<file path="config.mk">
export PLATFORM = sky130hd
export DESIGN_NAME = hero_write_arb
export DESIGN_NICKNAME = d
export VERILOG_FILES = /design/src/rtl/hero_write_arb.sv
export SDC_FILE = /design/constraint.sdc
export NUM_CORES = 1
export LEC_CHECK = 0
export ABC_AREA = 1
export CORE_UTILIZATION = 48
export DETAILED_ROUTE_END_ITERATION = 7
export PLACE_DENSITY_LB_ADDON = 0.08
export SLEW_MARGIN = 0
export SYNTH_ARGS = -nofsm -noshare
export SYNTH_HDL_FRONTEND = slang
export SYNTH_SLANG_ARGS = --single-unit
</file>
<file path="constraint.sdc">
create_clock -name clk -period 6.5 [get_ports clk]
set_clock_uncertainty 0.1 [all_clocks]
set_input_delay 1.3 -clock clk [delete_from_list [all_inputs] [get_ports clk]]
set_output_delay 1.3 -clock clk [all_outputs]
set_load 0.02 [all_outputs]
</file>
<file path="src/rtl/hero_write_arb.sv">
// hero_write_arb: N-channel hero write aggregator. Each channel is buffered in
// its own FIFO. A round-robin arbiter then merges the channels onto one
// registered output bus. The grant stays locked to a channel from its first
// beat until its DONE beat, so transactions never interleave.
module hero_write_arb #(
    parameter int NUM_CH     = 4,
    parameter int HERO_WIDTH = 36,
    parameter int FIFO_DEPTH = 4,
    localparam int CH_W      = $clog2(NUM_CH)
) (
    input  logic                         clk,
    input  logic                         rst,
    input  logic [NUM_CH*4-1:0]          in_cycle_type,
    input  logic [NUM_CH*HERO_WIDTH-1:0] in_wdat,
    input  logic [NUM_CH-1:0]            in_clk_en,
    output logic [NUM_CH-1:0]            in_ready,
    output logic [3:0]                   out_cycle_type,
    output logic [HERO_WIDTH-1:0]        out_wdat,
    output logic                         out_clk_en,
    output logic [CH_W-1:0]              out_ch_id,
    input  logic                         out_ready,
    output logic [NUM_CH-1:0]            err_illegal
);

    localparam int AW = $clog2(FIFO_DEPTH);
    // FIFO entry layout: {last, wdat, clk_en}
    localparam int EW = HERO_WIDTH + 2;

    localparam logic [3:0] CT_IDLE  = 4'd0;
    localparam logic [3:0] CT_VALID = 4'd1;
    localparam logic [3:0] CT_DONE  = 4'd2;

    typedef enum logic {ST_IDLE, ST_LOCKED} state_t;

    logic [NUM_CH-1:0] w_full;
    logic [NUM_CH-1:0] w_empty;
    logic [NUM_CH-1:0] w_push;
    logic [NUM_CH-1:0] w_illegal;
    logic [NUM_CH-1:0] w_pop;
    logic [EW-1:0]     w_head [NUM_CH];

    state_t          r_state;
    state_t          w_state_nxt;
    logic [CH_W-1:0] r_lock_ch;
    logic [CH_W-1:0] w_lock_ch_nxt;
    logic [CH_W-1:0] r_last;
    logic [CH_W-1:0] w_last_nxt;

    logic            w_load;
    logic            w_take;
    logic            w_scan_vld;
    logic [CH_W-1:0] w_scan_ch;
    logic [CH_W-1:0] w_cand;
    logic            w_gnt_vld;
    logic [CH_W-1:0] w_gnt_ch;
    logic [EW-1:0]   w_gnt_beat;
    logic            w_gnt_last;

    logic [3:0]            r_out_type;
    logic [HERO_WIDTH-1:0] r_out_wdat;
    logic                  r_out_ce;
    logic [CH_W-1:0]       r_out_ch;
    logic [NUM_CH-1:0]     r_err;

    // The output register accepts a new beat when it is empty or being drained.
    assign w_load = (r_out_type == CT_IDLE) || out_ready;
    assign w_take = w_load && w_gnt_vld;

    for (genvar c = 0; c < NUM_CH; c++) begin : g_ch
        logic [3:0]    w_type;
        logic [EW-1:0] r_mem [FIFO_DEPTH];
        logic [AW:0]   r_wptr;
        logic [AW:0]   r_rptr;

        assign w_type       = in_cycle_type[c*4 +: 4];
        // Full/empty come only from registered pointers, so a full FIFO refuses
        // a push even when it pops in the same cycle.
        assign w_full[c]    = (r_wptr[AW] != r_rptr[AW]) &&
                              (r_wptr[AW-1:0] == r_rptr[AW-1:0]);
        assign w_empty[c]   = (r_wptr == r_rptr);
        assign w_push[c]    = ((w_type == CT_VALID) || (w_type == CT_DONE)) && !w_full[c];
        assign w_illegal[c] = (w_type > CT_DONE) && !w_full[c];
        assign w_pop[c]     = w_take && (w_gnt_ch == CH_W'(c));
        assign w_head[c]    = r_mem[r_rptr[AW-1:0]];

        // Beat storage; contents are only read while the pointers say valid.
        always_ff @(posedge clk) begin
            if (w_push[c]) begin
                r_mem[r_wptr[AW-1:0]] <= {(w_type == CT_DONE),
                                          in_wdat[c*HERO_WIDTH +: HERO_WIDTH],
                                          in_clk_en[c]};
            end
        end

        // Read/write pointers; reset empties the FIFO and drops buffered beats.
        always_ff @(posedge clk or posedge rst) begin
            if (rst) begin
                r_wptr <= '0;
                r_rptr <= '0;
            end else begin
                if (w_push[c]) r_wptr <= r_wptr + 1'b1;
                if (w_pop[c])  r_rptr <= r_rptr + 1'b1;
            end
        end
    end

    assign in_ready = ~w_full;

    // Grant selection: the locked channel only, or round-robin scan after r_last.
    always_comb begin
        w_scan_vld = 1'b0;
        w_scan_ch  = '0;
        w_cand     = '0;
        for (int i = 1; i <= NUM_CH; i++) begin
            w_cand = CH_W'((int'(r_last) + i) % NUM_CH);
            if (!w_scan_vld && !w_empty[w_cand]) begin
                w_scan_vld = 1'b1;
                w_scan_ch  = w_cand;
            end
        end
        if (r_state == ST_LOCKED) begin
            w_gnt_ch  = r_lock_ch;
            w_gnt_vld = !w_empty[r_lock_ch];
        end else begin
            w_gnt_ch  = w_scan_ch;
            w_gnt_vld = w_scan_vld;
        end
    end

    assign w_gnt_beat = w_head[w_gnt_ch];
    assign w_gnt_last = w_gnt_beat[EW-1];

    // Next state: lock on a non-final beat from IDLE, unlock on the DONE beat.
    always_comb begin
        w_state_nxt   = r_state;
        w_lock_ch_nxt = r_lock_ch;
        w_last_nxt    = r_last;
        if (w_take) begin
            if (r_state == ST_IDLE) begin
                w_last_nxt = w_gnt_ch;
                if (!w_gnt_last) begin
                    w_state_nxt   = ST_LOCKED;
                    w_lock_ch_nxt = w_gnt_ch;
                end
            end else if (w_gnt_last) begin
                w_state_nxt = ST_IDLE;
            end
        end
    end

    // Arbiter state register; after reset ch0 has first priority.
    always_ff @(posedge clk or posedge rst) begin
        if (rst) begin
            r_state   <= ST_IDLE;
            r_lock_ch <= '0;
            r_last    <= CH_W'(NUM_CH - 1);
        end else begin
            r_state   <= w_state_nxt;
            r_lock_ch <= w_lock_ch_nxt;
            r_last    <= w_last_nxt;
        end
    end

    // Output register: load a popped beat or a bubble; hold while stalled.
    always_ff @(posedge clk or posedge rst) begin
        if (rst) begin
            r_out_type <= CT_IDLE;
            r_out_wdat <= '0;
            r_out_ce   <= 1'b0;
            r_out_ch   <= '0;
        end else if (w_load) begin
            if (w_gnt_vld) begin
                r_out_type <= w_gnt_last ? CT_DONE : CT_VALID;
                r_out_wdat <= w_gnt_beat[HERO_WIDTH:1];
                r_out_ce   <= w_gnt_beat[0];
                r_out_ch   <= w_gnt_ch;
            end else begin
                r_out_type <= CT_IDLE;
            end
        end
    end

    // One-cycle error pulse for an illegal cycle type that was dropped.
    always_ff @(posedge clk or posedge rst) begin
        if (rst) r_err <= '0;
        else     r_err <= w_illegal;
    end

    assign out_cycle_type = r_out_type;
    assign out_wdat       = r_out_wdat;
    assign out_clk_en     = r_out_ce;
    assign out_ch_id      = r_out_ch;
    assign err_illegal    = r_err;

endmodule
</file>
* Word level (Yosys, flattened, before mapping) *
Memories as Yosys holds them, arrays and structs flattened.
Cells that the tools add are included.

operators by class
  bitwise gates (word level) = 4
  multiplexer cells = 34
  $add $sub $neg = 12
  magnitude comparators = 10
  equal/unequal tests = 23
  reduce and logical (&&, ||, !) cells = 40

operators by type and width
  operator                                                       count
  binary-select mux 38 bit (select 2 bit)                        1
  2-to-1 mux 38 bit                                              2
  adder 3 x 1 -> 3 bit, second input constant                    8
  logical AND 1 bit                                              20
  2-to-1 mux 1 bit                                               19
  equality test 4 x 1 -> 1 bit, second input constant            4
  equality test 4 x 2 -> 1 bit, second input constant            4
  greater-than comparator 4 x 2 -> 1 bit, second input constant  4
  < comparator 2 x 3 -> 1 bit, second input constant             5
  2-to-1 mux 2 bit                                               7
  equality test 3 bit                                            4
  binary-select mux 1 bit (select 2 bit)                         5
  logical NOT 1 bit                                              10
  equality test 2 bit                                            4
  logical OR 1 bit                                               5
  adder 2 x 1 -> 2 bit, second input constant                    2
  adder 2 bit, second input constant                             2
  equality test 2 bit, second input constant                     2
  logical NOT 4 bit                                              1
  != test 1 bit                                                  4
  NOT 4 bit                                                      1
  AND reduction 2 bit                                            2
  >= comparator 3 bit, second input constant                     1
  NOT 2 -> 3 bit                                                 1
  other kinds (4)                                                5

storage, ports and cells
  memories = 4
  input bits = 167
  RAM bits = 608
  word-level logic and storage cells = 143
  output and inout port bits = 51
  bits in registers = 76

memories
  memory         depth  width  rd ports  clocked after memory_dff  wr ports  RTL line  RTL
  g_ch[0].r_mem  4      38     1         0                         1         71        logic [EW-1:0] r_mem [FIFO_DEPTH];
  g_ch[1].r_mem  4      38     1         0                         1         71
  g_ch[2].r_mem  4      38     1         0                         1         71
  g_ch[3].r_mem  4      38     1         0                         1         71

* Longest topological paths before layout *
  word-level depth = 19
  depth in mapped cells = 22
  depth with buffers taken out = 19

* Worst setup path after synthesis *
OpenSTA, ideal clock, no wires.

  path type = input -> register
  start = input port in_cycle_type[7]
  end = memory g_ch[1].r_mem[3][0] (netlist bit) (enable)
  required time = 5964 ps
  buffers on the path = 0
  cell stages on the path = 5
  slack = 2531 ps
  library setup time = 436 ps
  arrival time = 3433 ps
  path through = nor2_1 > o21ai_0 > a21oi_1 > nand2_1 > nor2_1

between the ends
  longest elaborated chain between the ends = 5
  elaborated cells between the ends (all ways) = 6
  classes of those cells = eq/ne: 2; mux: 2; reduce/logical: 2

ends and longest elaborated chain
  item                                                                          RTL line  RTL
  start, declared                                                               13        input logic [NUM_CH*4-1:0] in_cycle_type,
  equality test 4 x 1 -> 1 bit or equality test 4 x 2 -> 1 bit (tied branches)  81        assign w_push[c] = ((w_type == CT_VALID) || (w_type == CT_DONE)) && !w_full[c];
  logical OR 1 bit (*)                                                          81
  logical AND 1 bit (*)                                                         81
  2-to-1 mux 1 bit (*)                                                          88        if (w_push[c]) begin
  2-to-1 mux 1 bit (not written as such) (*)                                    89        r_mem[r_wptr[AW-1:0]] <= {(w_type == CT_DONE),
  end, declared                                                                 71

Mark *: on every way between the ends. The rest lies on a longest branch, timed or not.

* Worst setup path after layout *
  start = register g_ch[0].r_rptr[1]
  end = register r_out_wdat[7] (netlist: out_wdat[7])

between the ends
  longest elaborated chain between the ends = 17
  elaborated cells between the ends (all ways) = 36
  classes of those cells = eq/ne: 1; mux: 23; bitwise: 1; reduce/logical: 10; memory: 1

ends and longest elaborated chain
  item                                                   RTL line  RTL
  start, declared                                        73        logic [AW:0] r_rptr;
  start signal, assigned                                 102       if (w_pop[c]) r_rptr <= r_rptr + 1'b1;
  equality test 3 bit                                    80        assign w_empty[c] = (r_wptr == r_rptr);
  binary-select mux 1 bit (select 2 bit)                 116       if (!w_scan_vld && !w_empty[w_cand]) begin
  2-to-1 mux 1 bit (not written as such)                 116
  logical NOT 1 bit                                      116
  logical AND 1 bit                                      116
  2-to-1 mux 1 bit                                       116
  logical NOT 1 bit                                      116
  logical AND 1 bit                                      116
  2-to-1 mux 1 bit                                       116
  logical NOT 1 bit                                      116
  logical AND 1 bit                                      116
  2-to-1 mux 2 bit                                       116
  2-to-1 mux 2 bit                                       121       if (r_state == ST_LOCKED) begin
  NOT 2 -> 3 bit (not written as such)                   130       assign w_gnt_beat = w_head[w_gnt_ch];
  binary-select mux 38 bit (select 2 bit)                130
  2-to-1 mux 38 bit (not written as such) (2 in series)  130
  end signal, assigned                                   174       r_out_wdat <= w_gnt_beat[HERO_WIDTH:1];
  end, declared                                          60        logic [HERO_WIDTH-1:0] r_out_wdat;

Several ways; a longest one is shown, not always the timed one. The select of a mux whose other input is x is not followed.
A chain may end at the register's enable or synchronous reset.

==> impl_summary.log <==
INFO  metric setup_viol_count_final = 0
INFO  metric clkLatencyLatePin = 0.60 ns
INFO  metric synth-async-reset-ratio = 0.1085
INFO  metric grt_remaining_overflow = 0
INFO  metric syn-mean-instance-area = 12.07 um^2
INFO  metric netlist_area = 0.02761 mm^2
INFO  metric via_per_inst = 5.553
INFO  metric warnings_synthesis = 0
INFO  metric timing.critical_path.from_type = flip-flop
INFO  metric cts_root_buf = sky130_fd_sc_hd__clkbuf_16
INFO  metric grt_pass1_vias = 17700
INFO  metric hold_viol_final = 0
INFO  metric cts-buffers-inserted = 73
INFO  metric clockBufferDepth = 3
INFO  metric worstRegToRegCells = 18
INFO  metric antenna_violations_before_repair = 1
INFO  metric per_cell_routed_wire_length = 22.58 um
INFO  metric finish.instance_area = 0.03282 mm^2
INFO  metric p_leak = 0.01177 uW
INFO  metric fin_worst_hold_slack = 0.3875 ns
INFO  metric finalSetupTns = 0 ns
INFO  metric post_synth_inst_count = 2287
INFO  metric path_clk_slew = 0.06 ns
INFO  metric cts.htree.levels = 3
INFO  metric layout-drive-gt1-share = 0.07610
INFO  metric synth_top_area_frac = 0.6612
INFO  metric cp.required = 6.94 ns
INFO  metric hold_path_startpoint = out_wdat[34]$_DFFE_PP0P_
INFO  metric io_buffers = 215
INFO  metric drt_first_iter_violations = 1762
INFO  metric detailed_place.area = 0.03053 mm^2
INFO  metric cts_hold_buf = 0
INFO  metric area.growth.synth_to_final = 18.84%
INFO  metric layout.cells.non_filler = 3292
INFO  metric timing.setup.critical_path_class = reg2reg
INFO  metric wirelength = 74.32 mm
INFO  metric fp.dieH = 241.9 um
INFO  metric layout_min_cycle_time = 4.152 ns
INFO  metric diodes = 0
INFO  metric initial_core_util = 0.4878
INFO  metric synth.yosys.seq_area_share = 0.7283
INFO  metric timing.critical_path.to_type = flip-flop
INFO  metric synth_top_cells_by_area = sky130_fd_sc_hd__edfxtp_1 (66%), sky130_fd_sc_hd__nand2_1 (7.4%), sky130_fd_sc_hd__dfrtp_1 (6.5%)
INFO  metric cts_repair_resize_count = 0
INFO  metric vdd_drop_max = 0.2794 mV
INFO  metric gr-usage-all-layers = 0.2547
INFO  metric p_per_area = 495.6 mW/mm^2
INFO  metric design.final.nets = 2666
INFO  metric cp.arrival = 4.59 ns
INFO  metric detail_route.first_pass.iterations = 5
INFO  metric max_freq = 240.9 MHz
INFO  metric number_of_enable_flip_flop_cells_after_synthesis = 608
INFO  metric drc_errors = 0
INFO  metric via_count = 18280
INFO  metric tritoncts = built
INFO  metric grt_first_pass_wirelength = 111.2 mm
INFO  metric globalRouteMet1Util = 0.3380
INFO  metric coreArea = 0.05660 mm^2
INFO  metric grtUsageMet2 = 0.4164
INFO  metric gpl.final_weighted_congestion = 0.8968
INFO  metric worstReg2RegStart = g_ch[0].r_rptr[1]$_DFFE_PP0P_
INFO  metric r2r-end = out_wdat[7]$_DFFE_PP0P_
INFO  metric cts.sink_count = 682
INFO  metric status = finished clean
INFO  metric ys_seq_elements = 682
INFO  metric cts_setup_buffers = 0
INFO  metric antenna_violating_nets_post_route = 0
INFO  metric num_io_pins = 218
INFO  metric die_area = 0.05849 mm^2
INFO  metric grt_setup_unrepaired = false
INFO  metric synth_cell_types = 33
INFO  metric final_common_cell = sky130_fd_sc_hd__edfxtp_1
INFO  metric die_x = 241.9 um
INFO  metric synth-main-ff-cell = sky130_fd_sc_hd__edfxtp_1
INFO  metric hpwlAfterDp = 48.04 mm
INFO  metric mostFrequentLayoutCells = sky130_fd_sc_hd__edfxtp_1 (608), sky130_fd_sc_hd__nand2_1 (548), sky130_fd_sc_hd__o21ai_0 (261)
INFO  metric whs_path_cells = 2
INFO  metric final_min_period_over_clock_period = 0.6387
INFO  metric placementRows = 87
INFO  metric synth.largest_area_cell = sky130_fd_sc_hd__edfxtp_1
INFO  metric p_total = 16260 uW
INFO  metric timing.final.max_slew_violations = 0
INFO  metric crit_path_max_fanout = 54
INFO  metric grt_util_met3 = 0.06393
INFO  metric worst-r2r-setup-slack = 2.35 ns
INFO  metric worst-slew-pin-transition = 1.015 ns
INFO  metric grt.busiest_layer = met2
INFO  metric drv_cap = 0
INFO  metric largest_net_degree_at_the_start_of_global_routing = 79
INFO  metric relSlewSlack = 0.3222
INFO  metric hold_path_end = out_wdat[34]$_DFFE_PP0P_
INFO  metric post-place-cells = 3160
INFO  metric hold_class = reg2reg
==> cell families after synthesis <==
kind of cell | count (synthesis) | synth area share
compound gates | 484 | 0.1009
xor+xnor | 16 | 0.005619
flops | 682 | 0.7283
simple gates | 883 | 0.1259
fa+ha+maj | 20 | 0.009062
other cells | 1 | 0.0001358
buf+inv | 201 | 0.03009
==> registers in the layout, indices dropped and copies added (netlist names) <==
| name | cells |
|---|---|
| err_illegal | 4 |
| g_ch.r_mem | 608 |
| g_ch.r_rptr | 12 |
| g_ch.r_wptr | 12 |
| out_ch_id | 2 |
| out_clk_en | 1 |
| out_cycle_type | 2 |
| out_wdat | 36 |
| r_last | 2 |
| r_lock_ch | 2 |
| r_state | 1 |
==> worst max-delay path: stages, from the launching register on <==
cell and delay (ns):
sky130_fd_sc_hd__dfrtp_1 0.32, sky130_fd_sc_hd__buf_4 0.41, sky130_fd_sc_hd__nand2_1 0.10, sky130_fd_sc_hd__nand2_1 0.15, sky130_fd_sc_hd__nand3_1 0.21, sky130_fd_sc_hd__nand2_1 0.14, sky130_fd_sc_hd__nand3_1 0.10, sky130_fd_sc_hd__nand2_2 0.14
sky130_fd_sc_hd__nand2_2 0.10, sky130_fd_sc_hd__nor2_2 0.09, sky130_fd_sc_hd__nand2_2 0.09, sky130_fd_sc_hd__nand2_4 0.27, sky130_fd_sc_hd__nand2_4 0.43, sky130_fd_sc_hd__buf_4 0.45, sky130_fd_sc_hd__o21ai_0 0.58, sky130_fd_sc_hd__nand2_1 0.15
sky130_fd_sc_hd__nand2_1 0.09, sky130_fd_sc_hd__nand2_1 0.05, sky130_fd_sc_hd__nand2_1 0.06
==> per-layer routing <==
| layer | up-vias | share of wire |
|---|---|---|
| met5 | - | 0.00017 |
| met4 | 2 | 0.024 |
| met3 | 103 | 0.081 |
| met2 | 596 | 0.49 |
| met1 | 9042 | 0.41 |
| li1 | 8538 | - |
==> area by class of cell <==
| class | instances | area, um^2 |
|---|---|---|
| fillers | 4679 | 23790 |
| flip-flops and latches | 682 | 20120 |
| multi-input cells | 1405 | 6795 |
| repair buffers | 251 | 2422 |
| clock buffers | 94 | 1968 |
| well taps | 756 | 945.9 |
| clock inverters | 38 | 319.1 |
| inverters | 66 | 249.0 |
==> metrics by stage <==
stage,setup WS (ns),util
4_1_cts,2.520,0.5798
5_1_grt,2.099,0.5798
2_1_floorplan,2.531,-
3_3_place_gp,2.386,0.5393
3_5_place_dp,2.415,0.5393
6_report,2.348,0.5798
==> worst max path at each step <==
stage                                  start                              to  slack [ns]  cells after the start
2_1_floorplan               in_cycle_type[7]   g_ch[1].r_mem[3][0]$_DFFE_PP_        2.53                      5
3_3_place_gp                in_cycle_type[2]  g_ch[0].r_mem[0][24]$_DFFE_PP_        2.39                      7
3_5_place_dp                in_cycle_type[2]   g_ch[0].r_mem[3][5]$_DFFE_PP_        2.41                      7
4_1_cts        g_ch[0].r_rptr[1]$_DFFE_PP0P_         out_wdat[7]$_DFFE_PP0P_        2.52                     20
5_1_grt        g_ch[0].r_rptr[1]$_DFFE_PP0P_        out_wdat[11]$_DFFE_PP0P_        2.10                     20
6_report       g_ch[0].r_rptr[1]$_DFFE_PP0P_         out_wdat[7]$_DFFE_PP0P_        2.35                     18
==> cell usage after synthesis (2+ instances only) <==
cell                       number
sky130_fd_sc_hd__a21oi_1       52
sky130_fd_sc_hd__a32o_1        40
sky130_fd_sc_hd__buf_1          5
sky130_fd_sc_hd__buf_2         25
sky130_fd_sc_hd__buf_4          3
sky130_fd_sc_hd__buf_8          3
sky130_fd_sc_hd__clkbuf_1      99
sky130_fd_sc_hd__dfrtp_1       72
sky130_fd_sc_hd__dfstp_2        2
sky130_fd_sc_hd__edfxtp_1     608
sky130_fd_sc_hd__ha_1          20
sky130_fd_sc_hd__inv_1         50
sky130_fd_sc_hd__inv_2         16
sky130_fd_sc_hd__nand2_1      548
sky130_fd_sc_hd__nand2_2        8
sky130_fd_sc_hd__nand2_4        2
sky130_fd_sc_hd__nand3_1       49
sky130_fd_sc_hd__nand4_1       13
sky130_fd_sc_hd__nor2_1       255
sky130_fd_sc_hd__nor2_4         2
sky130_fd_sc_hd__nor4_1         4
sky130_fd_sc_hd__o21ai_0      261
sky130_fd_sc_hd__o21ai_1       15
sky130_fd_sc_hd__o22ai_1      112
sky130_fd_sc_hd__xnor2_2        2
sky130_fd_sc_hd__xor2_1        14
==> power breakdown <==
group / internal [uW] / switching, uW / total [uW]
registers: 5300 / 301 / 5600
logic: 1900 / 4770 / 6660
clock network: 2340 / 1660 / 4000
total: 9530 / 6730 / 16300
(Power assumes the default switching activity.)
